File: src/rtl/lsu_mem_stage.sv
// ---------------------------------------------------------------------------
// lsu_mem_stage
//
// Purpose:
//   Load/store unit that sits directly after the ALU. It takes the ALU result
//   as the effective address and rs2 as the store data. Each request becomes
//   a single byte, halfword or word access on a single-port data-memory
//   handshake. The unit then returns a registered one-cycle response to
//   writeback. That response carries sign/zero-extended load data, zero for
//   a store, or the faulting address when the access is misaligned or
//   illegal.
//
// Ports:
//   clk         rising-edge clock
//   rst_n       asynchronous active-low reset
//   req_valid   EX presents a memory operation
//   req_ready   LSU can accept a request (high only when idle)
//   req_we      1 = store, 0 = load
//   req_funct3  000 B, 001 H, 010 W, 100 BU, 101 HU
//   req_addr    effective address
//   req_wdata   store data (rs2)
//   mem_req     memory access request, held until mem_ready
//   mem_we      memory write enable
//   mem_addr    word-aligned memory address
//   mem_wstrb   byte write strobes (zero for loads)
//   mem_wdata   lane-aligned write data (zero for loads)
//   mem_ready   memory accepts the current request
//   mem_rvalid  read data valid
//   mem_rdata   read word
//   rsp_valid   one-cycle response pulse
//   rsp_err     misaligned or illegal access
//   rsp_rdata   extended load data / 0 for stores / faulting address on error
// ---------------------------------------------------------------------------
module lsu_mem_stage #(
  parameter int DWIDTH = 32,
  parameter int AWIDTH = 32
) (
  input  logic              clk,
  input  logic              rst_n,
  input  logic              req_valid,
  output logic              req_ready,
  input  logic              req_we,
  input  logic [2:0]        req_funct3,
  input  logic [AWIDTH-1:0] req_addr,
  input  logic [DWIDTH-1:0] req_wdata,
  output logic              mem_req,
  output logic              mem_we,
  output logic [AWIDTH-1:0] mem_addr,
  output logic [3:0]        mem_wstrb,
  output logic [DWIDTH-1:0] mem_wdata,
  input  logic              mem_ready,
  input  logic              mem_rvalid,
  input  logic [DWIDTH-1:0] mem_rdata,
  output logic              rsp_valid,
  output logic              rsp_err,
  output logic [DWIDTH-1:0] rsp_rdata
);

  localparam logic [1:0] S_IDLE = 2'd0;
  localparam logic [1:0] S_REQ  = 2'd1;
  localparam logic [1:0] S_WAIT = 2'd2;
  localparam logic [1:0] S_RESP = 2'd3;

  logic [1:0]        state_q, state_d;
  logic              we_q, we_d;
  logic [2:0]        funct3_q, funct3_d;
  logic [1:0]        off_q, off_d;
  logic              mem_req_q, mem_req_d;
  logic              mem_we_q, mem_we_d;
  logic [AWIDTH-1:0] mem_addr_q, mem_addr_d;
  logic [3:0]        mem_wstrb_q, mem_wstrb_d;
  logic [DWIDTH-1:0] mem_wdata_q, mem_wdata_d;
  logic              rsp_valid_q, rsp_valid_d;
  logic              rsp_err_q, rsp_err_d;
  logic [DWIDTH-1:0] rsp_rdata_q, rsp_rdata_d;

  logic              req_bad;
  logic [3:0]        st_strb;
  logic [DWIDTH-1:0] st_data;
  logic [DWIDTH-1:0] ld_shifted;
  logic [DWIDTH-1:0] ld_data;

  assign req_ready = (state_q == S_IDLE);

  // Classify the incoming request: illegal encodings, stores with the
  // unsigned bit set, and halfword/word accesses off their natural alignment
  // all fault without touching memory.
  always_comb begin
    req_bad = 1'b0;
    case (req_funct3)
      3'b000, 3'b100: req_bad = 1'b0;
      3'b001, 3'b101: req_bad = req_addr[0];
      3'b010:         req_bad = (req_addr[1:0] != 2'b00);
      default:        req_bad = 1'b1;
    endcase
    if (req_we && req_funct3[2]) begin
      req_bad = 1'b1;
    end
  end

  // Store lane formatting: replicate the data across the word and enable
  // only the lanes that the access touches.
  always_comb begin
    st_strb = 4'b1111;
    st_data = req_wdata;
    case (req_funct3[1:0])
      2'b00: begin
        st_strb = 4'b0001 << req_addr[1:0];
        st_data = {4{req_wdata[7:0]}};
      end
      2'b01: begin
        st_strb = req_addr[1] ? 4'b1100 : 4'b0011;
        st_data = {2{req_wdata[15:0]}};
      end
      default: begin
        st_strb = 4'b1111;
        st_data = req_wdata;
      end
    endcase
  end

  // Load extraction: bring the addressed lane down to bit 0, then extend it.
  always_comb begin
    ld_shifted = mem_rdata >> {off_q, 3'b000};
    ld_data    = mem_rdata;
    case (funct3_q)
      3'b000:  ld_data = {{24{ld_shifted[7]}}, ld_shifted[7:0]};
      3'b100:  ld_data = {24'd0, ld_shifted[7:0]};
      3'b001:  ld_data = {{16{ld_shifted[15]}}, ld_shifted[15:0]};
      3'b101:  ld_data = {16'd0, ld_shifted[15:0]};
      default: ld_data = mem_rdata;
    endcase
  end

  // Next-state logic. Every output is registered, so each transition also
  // computes the output values that the next cycle presents.
  always_comb begin
    state_d     = state_q;
    we_d        = we_q;
    funct3_d    = funct3_q;
    off_d       = off_q;
    mem_req_d   = mem_req_q;
    mem_we_d    = mem_we_q;
    mem_addr_d  = mem_addr_q;
    mem_wstrb_d = mem_wstrb_q;
    mem_wdata_d = mem_wdata_q;
    rsp_valid_d = rsp_valid_q;
    rsp_err_d   = rsp_err_q;
    rsp_rdata_d = rsp_rdata_q;
    case (state_q)
      S_IDLE: begin
        if (req_valid) begin
          we_d     = req_we;
          funct3_d = req_funct3;
          off_d    = req_addr[1:0];
          if (req_bad) begin
            state_d     = S_RESP;
            rsp_valid_d = 1'b1;
            rsp_err_d   = 1'b1;
            rsp_rdata_d = DWIDTH'(req_addr);
          end else begin
            state_d     = S_REQ;
            mem_req_d   = 1'b1;
            mem_we_d    = req_we;
            mem_addr_d  = {req_addr[AWIDTH-1:2], 2'b00};
            mem_wstrb_d = req_we ? st_strb : 4'b0000;
            mem_wdata_d = req_we ? st_data : '0;
          end
        end
      end
      S_REQ: begin
        if (mem_ready) begin
          mem_req_d = 1'b0;
          if (we_q) begin
            state_d     = S_RESP;
            rsp_valid_d = 1'b1;
            rsp_err_d   = 1'b0;
            rsp_rdata_d = '0;
          end else begin
            state_d = S_WAIT;
          end
        end
      end
      S_WAIT: begin
        if (mem_rvalid) begin
          state_d     = S_RESP;
          rsp_valid_d = 1'b1;
          rsp_err_d   = 1'b0;
          rsp_rdata_d = ld_data;
        end
      end
      default: begin
        state_d     = S_IDLE;
        rsp_valid_d = 1'b0;
        rsp_err_d   = 1'b0;
        rsp_rdata_d = '0;
      end
    endcase
  end

  // State and output registers; reset abandons any transaction in flight.
  always_ff @(posedge clk or negedge rst_n) begin
    if (!rst_n) begin
      state_q     <= S_IDLE;
      we_q        <= 1'b0;
      funct3_q    <= 3'b000;
      off_q       <= 2'b00;
      mem_req_q   <= 1'b0;
      mem_we_q    <= 1'b0;
      mem_addr_q  <= '0;
      mem_wstrb_q <= 4'b0000;
      mem_wdata_q <= '0;
      rsp_valid_q <= 1'b0;
      rsp_err_q   <= 1'b0;
      rsp_rdata_q <= '0;
    end else begin
      state_q     <= state_d;
      we_q        <= we_d;
      funct3_q    <= funct3_d;
      off_q       <= off_d;
      mem_req_q   <= mem_req_d;
      mem_we_q    <= mem_we_d;
      mem_addr_q  <= mem_addr_d;
      mem_wstrb_q <= mem_wstrb_d;
      mem_wdata_q <= mem_wdata_d;
      rsp_valid_q <= rsp_valid_d;
      rsp_err_q   <= rsp_err_d;
      rsp_rdata_q <= rsp_rdata_d;
    end
  end

  assign mem_req   = mem_req_q;
  assign mem_we    = mem_we_q;
  assign mem_addr  = mem_addr_q;
  assign mem_wstrb = mem_wstrb_q;
  assign mem_wdata = mem_wdata_q;
  assign rsp_valid = rsp_valid_q;
  assign rsp_err   = rsp_err_q;
  assign rsp_rdata = rsp_rdata_q;

endmodule

File: config.mk
export PLATFORM = sky130hd
export DESIGN_NAME = lsu_mem_stage
export DESIGN_NICKNAME = d
export VERILOG_FILES = /design/src/rtl/lsu_mem_stage.sv
export SDC_FILE = /design/constraint.sdc
export NUM_CORES = 1
export LEC_CHECK = 0
export ABC_AREA = 1
export BUFFER_PORTS_ARGS = -buffer_cell sky130_fd_sc_hd__buf_2
export CELL_PAD_IN_SITES_DETAIL_PLACEMENT = 1
export CELL_PAD_IN_SITES_GLOBAL_PLACEMENT = 1
export CORE_MARGIN = 3
export CORE_UTILIZATION = 35
export DETAILED_ROUTE_END_ITERATION = 10
export GPL_TIMING_DRIVEN = 0
export PLACE_DENSITY_LB_ADDON = 0.1
export SYNTH_ARGS = -nofsm -noshare
export SYNTH_HDL_FRONTEND = slang
export SYNTH_SLANG_ARGS = --single-unit
export TNS_END_PERCENT = 1
File: constraint.sdc
create_clock -name clk -period 2.1 [get_ports clk]
set_input_delay 0.42 -clock clk [delete_from_list [all_inputs] [get_ports clk]]
set_output_delay 0.42 -clock clk [all_outputs]
set_load 0.03 [all_outputs]
==> impl_metrics.env <==
export IMPL_grt_max_degree=62
export IMPL_avgViaCountPerCell=4.69
export IMPL_ios=210
export IMPL_clk_path_buf_depth=2
export IMPL_drtIter0Drc=213
export IMPL_grt_pass1_vias=5988
export IMPL_critPathMaxStageDelay_ns=0.36
export IMPL_end_kind="register"
export IMPL_synth_cell_type_count=30
export IMPL_fillers=2138
export IMPL_setup_viol=0
export IMPL_tightest_slew_ns=0.524
export IMPL_die_h_um=135
export IMPL_stdcell_count=1264
export IMPL_maxSlewViolCount=0
export IMPL_utilization_pct=47.2
export IMPL_pwr_share_seq_pct=29.0
export IMPL_final_setup_skew_ns=0.00872
export IMPL_finalHoldViolations=0
export IMPL_final_cell_mix="nand2_1, buf_2, dfrtp_1"
export IMPL_place_ws_ns=-0.0419
export IMPL_routedWlPerCell_um=16.2
export IMPL_nNetsFinal=1152
export IMPL_synth_area_um2=5810
export IMPL_critPathMaxFanout=10
export IMPL_ir_drop_uv=698
export IMPL_wl_mm=20.5
export IMPL_ys_ff_latch=110
export IMPL_maxCapViolCount=0
export IMPL_intPower_w=0.00608
export IMPL_cts_tree="done"
export IMPL_arrival_ns=2.26
export IMPL_switching_power_w=0.00609
export IMPL_criticalPathCategory="register to register"
export IMPL_rows=46
export IMPL_layout_drive_gt1_share_pct=27.1
export IMPL_drc=0
export IMPL_cts_hold_buf=0
export IMPL_cp_depth=11
export IMPL_yosysSeqAreaShare_pct=47.4
export IMPL_outcome="finished clean"
export IMPL_start_util_pct=36.2
export IMPL_grt_pass1_wl_mm=32.2
export IMPL_relSlewSlack_pct=65.1
export IMPL_crit_top_cell="nand2_1"
export IMPL_path_delay_family="simple AND/OR/NAND/NOR gates"
export IMPL_yosysWarnings=0
export IMPL_dieArea_um2=18200
export IMPL_p_leak_nw=4.42
export IMPL_syn_area_per_cell_um2=7.12
export IMPL_mostFrequentLayoutCell="nand2_1"
export IMPL_die_w_um=135
export IMPL_hold_ws_ns=0.0112
export IMPL_p_comb_share_pct=56.5
export IMPL_setup_ws_ns=0.128
export IMPL_dp_cells=1240
export IMPL_path_cells="inv_1, ha_1, buf_2, nand2_1, nand3_4, nor2_8, clkbuf_4, nand3_1, nand2_1, clkinv_1, nand2_1"
export IMPL_path_buf_inv=4
export IMPL_ant_nets=0
export IMPL_drt_pass1_iterations=4
export IMPL_numPortBuffers=206
export IMPL_timing_fmax_mhz=507
export IMPL_ctsRootBufferMaster="clkbuf_16"
export IMPL_cts_made_buffers=9
export IMPL_ff2ff_path_depth=11
export IMPL_period_needed_ns=1.97
export IMPL_antenna_found_initial=0
export IMPL_core_area_um2=16100
export IMPL_grtUsageTotal_pct=22.5
export IMPL_fin_crit_sh_pct=93.9
export IMPL_hp_class="input port to async pin"
export IMPL_grt_overflow_total=0
export IMPL_p_clk_share_pct=14.6
export IMPL_path_clk_slew_ns=0.07
export IMPL_routabilityCongestion=0.879
export IMPL_clock_latency_ns=0.35
export IMPL_cts_sinks=110
export IMPL_cpMaxStageDelayCell="dfrtp_1"
export IMPL_synth_cells=816
export IMPL_p_sw_share_pct=50.0
export IMPL_powerDensity_nw_per_um2=1610
export IMPL_vias=5930
export IMPL_htreeDepth=3
export IMPL_required_ns=2.39
export IMPL_startpoint_type="register"
export IMPL_place_hpwl_mm=16.1
export IMPL_area_growth_pct=30.4
==> worst paths after layout <==
kind	start	endpoint	slack [ns]
setup reg to reg	state_q[0]	rsp_rdata[21]	0.13
max in group asynchronous	rst_n	funct3_q[1]	1.39
hold reg to reg	mem_addr[20]	mem_addr[20]	0.47
min in group clk	req_addr[19]	mem_addr[19]	0.29
setup / recovery	state_q[0]	rsp_rdata[21]	0.13
hold / removal	rst_n	mem_addr[21]	0.01
==> power groups by stage <==
stage	combinational, W	clock [W]	sequential [W]
2_1_floorplan	0.00290	0	0.00517
3_3_place_gp	0.00653	0	0.00354
3_5_place_dp	0.00664	0	0.00357
4_1_cts	0.00679	0.00183	0.00354
5_1_grt	0.00760	0.00192	0.00365
6_report	0.00687	0.00177	0.00353
==> layer usage <==
metal	wire length [um]	GRT usage [%]	part of all wire, %	vias to the layer above
met3	933	3.35	4.6	20
met5	0	0	0	-
met2	9690	36.7	47	139
met4	316	5.94	1.5	0
met1	9560	31.6	47	2801
li1	-	-	-	2970
==> worst reg2reg max path, cell delays in order, from the launching register on <==
cell	delay, ns
dfrtp_1	0.36
inv_1	0.08
ha_1	0.20
buf_2	0.19
nand2_1	0.13
nand3_4	0.11
nor2_8	0.22
clkbuf_4	0.25
nand3_1	0.15
nand2_1	0.11
clkinv_1	0.06
nand2_1	0.06
==> flip-flops by register name, summed over array words and instances, names as in the netlist <==
register   count
mem_wdata     32
rsp_rdata     32
mem_addr      30
mem_wstrb      4
funct3_q       3
off_q          2
state_q        2
mem_req        1
mem_we         1
rsp_err        1
rsp_valid      1
we_q           1
==> area by class of cell <==
type	instances	area (um^2)	share of cell area, %
flip-flops and latches	110	2750	36.3
multi-input cells	605	2630	34.7
repair buffers	214	1130	14.9
well taps	216	270	3.57
clock buffers	11	253	3.33
inverters	65	244	3.22
plain buffers	37	241	3.19
clock inverters	4	52.6	0.693
diodes	2	5.00	0.0660
==> stage by stage <==
stage | power, W | area [um^2] | TNS (ns)
floorplan | 0.00807 | 5820 | 0
global route | 0.0132 | 7570 | -0.00171
finish | 0.0122 | 7580 | 0
global placement | 0.0101 | 7120 | -86.55
CTS | 0.0122 | 7490 | -0.0345
detailed placement | 0.0102 | 7150 | -0.307
==> Yosys cell counts <==
cell | number | area share [%]
a21oi_2 | 1 | 0.15
nand2_2 | 2 | 0.22
o21ai_0 | 42 | 3.6
dfrtp_1 | 110 | 47
nor2_8 | 1 | 0.34
inv_1 | 42 | 2.7
clkbuf_1 | 8 | 0.52
a21oi_1 | 5 | 0.43
conb_1 | 1 | 0.065
inv_2 | 6 | 0.39
nor3_1 | 1 | 0.086
buf_6 | 5 | 0.97
nand2_1 | 399 | 26
o22ai_1 | 7 | 0.75
nand3_2 | 3 | 0.52
nand2_4 | 3 | 0.58
or2_2 | 1 | 0.11
nand3_1 | 46 | 4.0
buf_4 | 5 | 0.65
o21ai_2 | 1 | 0.15
o2111ai_1 | 1 | 0.15
buf_2 | 19 | 1.6
ha_1 | 5 | 1.1
nor2_1 | 57 | 3.7
nor2_4 | 3 | 0.58
o211ai_1 | 1 | 0.13
clkinv_1 | 17 | 1.1
o21ai_1 | 22 | 1.9
nor2_2 | 1 | 0.11
nand3_4 | 1 | 0.30
==> what timing repair did <==
item,in CTS,in global routing
setup endpoints to repair,19,70
setup buffers,2,5
gates resized for setup,3,14
pin swaps,1,3
==> cell families (layout without fill, tap and decap cells) <==
| family | Yosys count | in the layout | synth area share, % |
|---|---|---|---|
| AO/OA/AOI/OAI | 80 | 80 | 7.28 |
| adder cells (fa/ha/maj) | 5 | 5 | 1.08 |
| buffers and inverters | 102 | 331 | 7.97 |
| flip-flops | 110 | 110 | 47.4 |
| other | 1 | 4 | 0.0645 |
| AND/OR/NAND/NOR | 518 | 518 | 36.3 |
Power figures use the tool's default switching activity.
